### src/rtl/rs_pkg.sv
// Shared GF(2^8) definitions for the Reed-Solomon error-magnitude stage:
// field constants, codeword tracking states and combinational field arithmetic.
package rs_pkg;

    localparam int SYM_W = 8;

    // Low byte of x^8+x^7+x^2+x+1; bit 8 is implied by the shift-out.
    localparam logic [SYM_W-1:0] GF_POLY = 8'h87;

    typedef enum logic {
        IDLE = 1'b0,
        OPEN = 1'b1
    } cw_state_t;

    // Shift-and-add multiply with modular reduction on every shift.
    function automatic logic [SYM_W-1:0] gf_mul(input logic [SYM_W-1:0] a,
                                                input logic [SYM_W-1:0] b);
        logic [SYM_W-1:0] acc;
        logic [SYM_W-1:0] sh;
        acc = '0;
        sh  = a;
        for (int i = 0; i < SYM_W; i++) begin
            if (b[i]) begin
                acc = acc ^ sh;
            end
            sh = sh[SYM_W-1] ? ((sh << 1) ^ GF_POLY) : (sh << 1);
        end
        return acc;
    endfunction

    // a^254 == a^-1 for non-zero a; 254 = 2+4+...+128, so accumulate the squares.
    // Zero maps to zero, which makes the magnitude vanish for a degenerate root.
    function automatic logic [SYM_W-1:0] gf_inv(input logic [SYM_W-1:0] a);
        logic [SYM_W-1:0] sq;
        logic [SYM_W-1:0] acc;
        sq  = a;
        acc = 8'h01;
        for (int i = 0; i < SYM_W - 1; i++) begin
            sq  = gf_mul(sq, sq);
            acc = gf_mul(acc, sq);
        end
        return acc;
    endfunction

endpackage

### src/rtl/rs_decode_mag_inv.sv
// Constant 256-entry GF(2^8) inverse table; contents are folded at elaboration
// from the package inverse so the table always matches the field polynomial.
module RsDecodeInv
    import rs_pkg::*;
(
    input  logic [SYM_W-1:0] i_sym,
    output logic [SYM_W-1:0] o_inv
);

    logic [SYM_W-1:0] w_lut [1 << SYM_W];

    for (genvar gi = 0; gi < (1 << SYM_W); gi++) begin : g_lut
        assign w_lut[gi] = gf_inv(SYM_W'(gi));
    end

    assign o_inv = w_lut[i_sym];

endmodule

### src/rtl/rs_decode_mag.sv
// Forney error-magnitude and correction pipeline: three register stages that
// apply omega/lambda' corrections and report per-codeword error count and failure.
module rs_decode_mag #(
    parameter int SYM_W = 8,
    parameter int CNT_W = 4
) (
    input  logic             i_clk,
    input  logic             i_rst_n,
    input  logic             i_enable,
    input  logic             i_sync,
    input  logic             i_in_valid,
    input  logic [SYM_W-1:0] i_data_in,
    input  logic             i_err_loc,
    input  logic [SYM_W-1:0] i_omega,
    input  logic [SYM_W-1:0] i_lambda_d,
    input  logic             i_last_in,
    input  logic [CNT_W-1:0] i_num_err,
    output logic             o_out_valid,
    output logic [SYM_W-1:0] o_data_out,
    output logic             o_last_out,
    output logic             o_done,
    output logic [CNT_W-1:0] o_err_cnt,
    output logic             o_fail
);

    import rs_pkg::*;

    localparam logic [CNT_W-1:0] CNT_MAX = '1;

    // Codeword tracking state
    cw_state_t        r_state;
    logic [CNT_W-1:0] r_cnt;
    logic [CNT_W-1:0] r_num_err;
    logic             r_fail_acc;

    // Stage 1
    logic             r_s1_valid;
    logic [SYM_W-1:0] r_s1_inv;
    logic [SYM_W-1:0] r_s1_omega;
    logic [SYM_W-1:0] r_s1_data;
    logic             r_s1_err;
    logic             r_s1_last;
    logic             r_s1_done;
    logic [CNT_W-1:0] r_s1_cnt;
    logic             r_s1_fail;

    // Stage 2
    logic             r_s2_valid;
    logic [SYM_W-1:0] r_s2_mag;
    logic [SYM_W-1:0] r_s2_data;
    logic             r_s2_err;
    logic             r_s2_last;
    logic             r_s2_done;
    logic [CNT_W-1:0] r_s2_cnt;
    logic             r_s2_fail;

    logic             w_accept;
    logic             w_active;
    logic [CNT_W-1:0] w_cnt_base;
    logic [CNT_W-1:0] w_num_base;
    logic             w_fail_base;
    logic [CNT_W-1:0] w_cnt_next;
    logic             w_fail_next;
    logic             w_final_fail;
    logic             w_cw_done;
    logic [SYM_W-1:0] w_inv;

    RsDecodeInv u_inv (
        .i_sym (i_lambda_d),
        .o_inv (w_inv)
    );

    assign w_accept = i_enable & i_in_valid;

    // A sync beat restarts bookkeeping in the same cycle it is counted, which also
    // covers aborting a codeword that is still open.
    assign w_active     = i_sync | (r_state == OPEN);
    assign w_cnt_base   = i_sync ? '0 : r_cnt;
    assign w_num_base   = i_sync ? i_num_err : r_num_err;
    assign w_fail_base  = i_sync ? 1'b0 : r_fail_acc;
    assign w_cnt_next   = (i_err_loc && (w_cnt_base != CNT_MAX)) ? (w_cnt_base + CNT_W'(1))
                                                                 : w_cnt_base;
    assign w_fail_next  = w_fail_base | (i_err_loc & (i_lambda_d == '0));
    assign w_final_fail = w_fail_next | (w_cnt_next != w_num_base);
    assign w_cw_done    = w_active & i_last_in;

    always_ff @(posedge i_clk or negedge i_rst_n) begin
        if (!i_rst_n) begin
            r_state    <= IDLE;
            r_cnt      <= '0;
            r_num_err  <= '0;
            r_fail_acc <= 1'b0;
        end else if (w_accept && w_active) begin
            r_state    <= i_last_in ? IDLE : OPEN;
            r_cnt      <= w_cnt_next;
            r_num_err  <= w_num_base;
            r_fail_acc <= w_fail_next;
        end
    end

    always_ff @(posedge i_clk or negedge i_rst_n) begin
        if (!i_rst_n) begin
            r_s1_valid <= 1'b0;
            r_s1_inv   <= '0;
            r_s1_omega <= '0;
            r_s1_data  <= '0;
            r_s1_err   <= 1'b0;
            r_s1_last  <= 1'b0;
            r_s1_done  <= 1'b0;
            r_s1_cnt   <= '0;
            r_s1_fail  <= 1'b0;
        end else if (i_enable) begin
            r_s1_valid <= i_in_valid;
            r_s1_inv   <= w_inv;
            r_s1_omega <= i_omega;
            r_s1_data  <= i_data_in;
            r_s1_err   <= i_err_loc;
            r_s1_last  <= i_last_in;
            r_s1_done  <= i_in_valid & w_cw_done;
            r_s1_cnt   <= w_cnt_next;
            r_s1_fail  <= w_final_fail;
        end
    end

    // inv(0) is 0, so a root with lambda'==0 yields a zero magnitude and the
    // symbol passes through untouched.
    always_ff @(posedge i_clk or negedge i_rst_n) begin
        if (!i_rst_n) begin
            r_s2_valid <= 1'b0;
            r_s2_mag   <= '0;
            r_s2_data  <= '0;
            r_s2_err   <= 1'b0;
            r_s2_last  <= 1'b0;
            r_s2_done  <= 1'b0;
            r_s2_cnt   <= '0;
            r_s2_fail  <= 1'b0;
        end else if (i_enable) begin
            r_s2_valid <= r_s1_valid;
            r_s2_mag   <= gf_mul(r_s1_omega, r_s1_inv);
            r_s2_data  <= r_s1_data;
            r_s2_err   <= r_s1_err;
            r_s2_last  <= r_s1_last;
            r_s2_done  <= r_s1_done;
            r_s2_cnt   <= r_s1_cnt;
            r_s2_fail  <= r_s1_fail;
        end
    end

    always_ff @(posedge i_clk or negedge i_rst_n) begin
        if (!i_rst_n) begin
            o_out_valid <= 1'b0;
            o_data_out  <= '0;
            o_last_out  <= 1'b0;
            o_done      <= 1'b0;
            o_err_cnt   <= '0;
            o_fail      <= 1'b0;
        end else if (i_enable) begin
            o_out_valid <= r_s2_valid;
            o_data_out  <= r_s2_err ? (r_s2_data ^ r_s2_mag) : r_s2_data;
            o_last_out  <= r_s2_valid & r_s2_last;
            o_done      <= r_s2_valid & r_s2_done;
            // Status is sticky until the next codeword completes.
            if (r_s2_valid && r_s2_done) begin
                o_err_cnt <= r_s2_cnt;
                o_fail    <= r_s2_fail;
            end
        end
    end

endmodule

### config.mk
export PLATFORM = sky130hd
export DESIGN_NAME = rs_decode_mag
export DESIGN_NICKNAME = d
export VERILOG_FILES = /design/src/rtl/rs_pkg.sv /design/src/rtl/rs_decode_mag_inv.sv /design/src/rtl/rs_decode_mag.sv
export SDC_FILE = /design/constraint.sdc
export NUM_CORES = 1
export LEC_CHECK = 0
export CAP_MARGIN = 20
export CORE_UTILIZATION = 50
export DETAILED_ROUTE_END_ITERATION = 10
export PLACE_DENSITY = 0.76
export SLEW_MARGIN = 10
export SYNTH_ARGS = -nofsm -noshare
export SYNTH_HDL_FRONTEND = slang
export SYNTH_SLANG_ARGS = --single-unit
### constraint.sdc
create_clock -name i_clk -period 2.7 [get_ports i_clk]
set_input_delay 0.27 -clock i_clk [delete_from_list [all_inputs] [get_ports i_clk]]
set_output_delay 0.27 -clock i_clk [all_outputs]
set_load 0.02 [all_outputs]
==> results.md <==
* Peak VDD IR at 0.371 mV
* Slowest-stage cell, CP: dfrtp_1
* Initial Util at 0.509
* Layout filler cell count at 1304
* Post-Synth Adder-Cell Area at 0.0292
* Worst Tran Pin Value at 0.586 ns
* Register bit total from synthesis at 84
* Ys async rst share at 1.00
* Global-route wire length before repair at 45.3 mm
* Core area at 15100 sq um
* Register area share after synthesis at 0.273
* Avg Inst Size Synth at 7.90 sq um
* Area Overhead vs Synth at 25.5%
* Clock latency on the worst-skew pair at 0.35 ns
* Slew margin rel. at 0.604
* Largest net degree at the start of global routing at 89
* Final cycle utilization of the critical path at 0.967
* Setup Skew at 0.0104 ns
* Gr usage total at 0.371
* Synth Area in Compound Gates at 0.256
* Simple-gate area share of the yosys netlist at 0.189
* Distinct cells, synth at 65
* Drt drc at 0
* Worst R2R Path Depth at 7
* CP Launch Type: flop
* Post-detail-place hpwl at 21.7 mm
* Critical Path, Cell by Cell: nand3b_1 > o21ai_0 > a32o_1 > nor4_1 > xnor3_1 > xnor2_1 > mux2_2
* H-tree Lvls at 3
* Clock root cell: clkbuf_16
* Critical path data arrival time at 2.84 ns
* XOR/XNOR share of the synthesized area at 0.103
* WL per Instance at 22.5 um
* Vert. Die Dim at 126 um
* Mux contribution to synthesized area at 0.0930
* Initial DRC Count at 897
* Post-Syn Instances at 976
* DR vias at 8241
* Endpoints failing hold at 0
* Nets at 1149
* Final Cell Area at 9680 sq um
* Final slew viol count at 0
* Hold WC Path Type: input port to flop
* Hold path cells at 3
* Worst-path clk slew at 0.08 ns
* Reg2reg setup slack at 0.09 ns
* Worst Path Class, Setup: flop to flop
* Synth Flop Type: dfrtp_1
* Slowest Stage Delay on Critical Path at 0.65 ns
* Highest Clock Rate at 383 MHz
* ANT nets after route at 0
* Setup violators final at 0
* Placer Congestion at 1.02
* Die outline area at 15900 sq um
* Multi-input logic area at 5190 sq um
* Grt ovf at 0
* Placement row count at 45
* I/O Buffers at 50
* R2R Path End: r_s2_mag[7]
* Worst hold endpoint: o_last_out
* Post-DP Area at 9330 sq um
* Drt pass-1 iters at 5
* Crit Path Max Fanout at 11
* Synth Cell Area at 7710 sq um
* Postcts setup bufs at 0
* Leakage at 4.05 nW
* Syn Nets at 1029
* Num ports at 51
* Maximum root-to-sink buffer count at 2
* Hold Path Origin: i_enable
* Number of synthesized flops with an enable pin at 0
* Status: finished, final reports clean
* Final core occ at 0.639
* Post-Route WL at 29.0 mm
* Max cap viols at 0
* Via/cell ratio at 6.39
* Antenna violations before repair at 1
* Combinational family with the most area after synthesis: compound AO/OA/AOI/OAI gates
* R2R Path Start: r_s1_omega[5]
* Clock Sinks at 84
* Synth Warn # at 0
* Commonest non-fill, non-tap cell in the layout: buf_4
* Number of global-route vias before repair at 7975
* Pwr Density at 577 nW/um^2
* RSZ-0062 raised after global routing: no
* Sequential cell area at 2100 sq um
* CP required at 2.93 ns
* Chip Width at 126 um
* Post-route setup TNS at 0 ns
* Share of post-route cells with drive strength above 1 at 0.223
* TritonCTS clock tree: built
* Cts bufs inserted at 9
* Worst path bufs/invs at 0
* CP Capture Type: flop
* Most frequent cells in the layout: 146 x buf_4, 104 x nand2_1, 90 x a21oi_1
* Final min period at 2.61 ns
* Delay-heaviest family, CP: XOR/XNOR gates
[cells in the mapped netlist (26+ instances only)]
cell type | instances | area share
a21oi_1 | 90 | 0.058
clkbuf_1 | 70 | 0.034
nor2_1 | 81 | 0.039
xor2_1 | 33 | 0.037
nand2_1 | 104 | 0.051
o21ai_0 | 63 | 0.041
nand2b_1 | 27 | 0.022
xnor2_1 | 44 | 0.050
nor2b_1 | 26 | 0.021
mux2_2 | 49 | 0.072
dfrtp_1 | 84 | 0.27
[cell type report]
cell class	count	area share
Sequential cell	84	0.217
Antenna cell	1	0.000259
Clock buffer	9	0.0233
Timing Repair Buffer	205	0.183
Inverter	18	0.00698
Multi-Input combinational cell	778	0.537
Clock inverter	7	0.00815
Tap cell	188	0.0243
[worst max-delay path by stage]
stage                        from           to  slack, ns  cells past startpoint
CTS                 r_s1_omega[5]  r_s2_mag[7]       0.03                      7
floorplan           i_lambda_d[0]  r_s1_inv[7]       0.08                     12
global placement    i_lambda_d[1]  r_s1_inv[6]      -0.32                     10
global route        r_s1_omega[5]  r_s2_mag[7]       0.02                      7
finish              r_s1_omega[5]  r_s2_mag[7]       0.09                      7
detailed placement  i_lambda_d[0]  r_s1_inv[7]      -0.21                     12
[flip-flops by register name, indices dropped and copies added (netlist names), 4 cells and up]
register	cells
o_err_cnt	4
r_s2_mag	8
r_s1_cnt	4
r_s2_cnt	4
r_s1_omega	8
o_data_out	8
r_s2_data	8
r_num_err	4
r_cnt	4
r_s1_inv	8
r_s1_data	8
[through the flow]
stage / hold WS (ns) / cells / total power [W] / worst slack, ns
after detailed placement: 0.316 / 1272 / 0.00430 / -0.207
after floorplan: -0.0256 / 976 / 0.00337 / 0.0807
final: 0.352 / 1290 / 0.00558 / 0.0904
after global placement: 0.317 / 1272 / 0.00425 / -0.318
after global routing: 0.367 / 1290 / 0.00589 / 0.0158
after CTS: 0.341 / 1289 / 0.00557 / 0.0317
[repair_timing]
action / in CTS / in global routing
endpoints found under the setup margin: 0 / 5
hold endpoints to repair: 44 / 0
hold buffers: 1 / 0
resized for setup: 0 / 8
[tightest hold or removal path, cell delays in order]
cell	delay, ns
buf_4	0.22
nand3_1	0.10
o21ai_0	0.07
[cells by family after synthesis]
family,count (synthesis)
mux,63
compound gates,304
simple gates,311
buf+inv,114
fa+ha+maj,18
flops,84
xor+xnor,82
[power breakdown]
| part | total [W] | switching, W | internal, W |
|---|---|---|---|
| registers | 0.00172 | 0.000203 | 0.00152 |
| logic | 0.00262 | 0.00136 | 0.00125 |
| clock network | 0.00124 | 0.000584 | 0.000658 |
| total | 0.00558 | 0.00215 | 0.00343 |
[routing by layer]
layer,up-vias,track usage,routed length (um)
met3,108,0.0765,2670
li1,3754,-,-
met2,510,0.589,13100
met4,0,0.159,1300
met1,3869,0.491,11900
met5,-,0,0
Note: power is estimated with default switching activity, not from simulation.
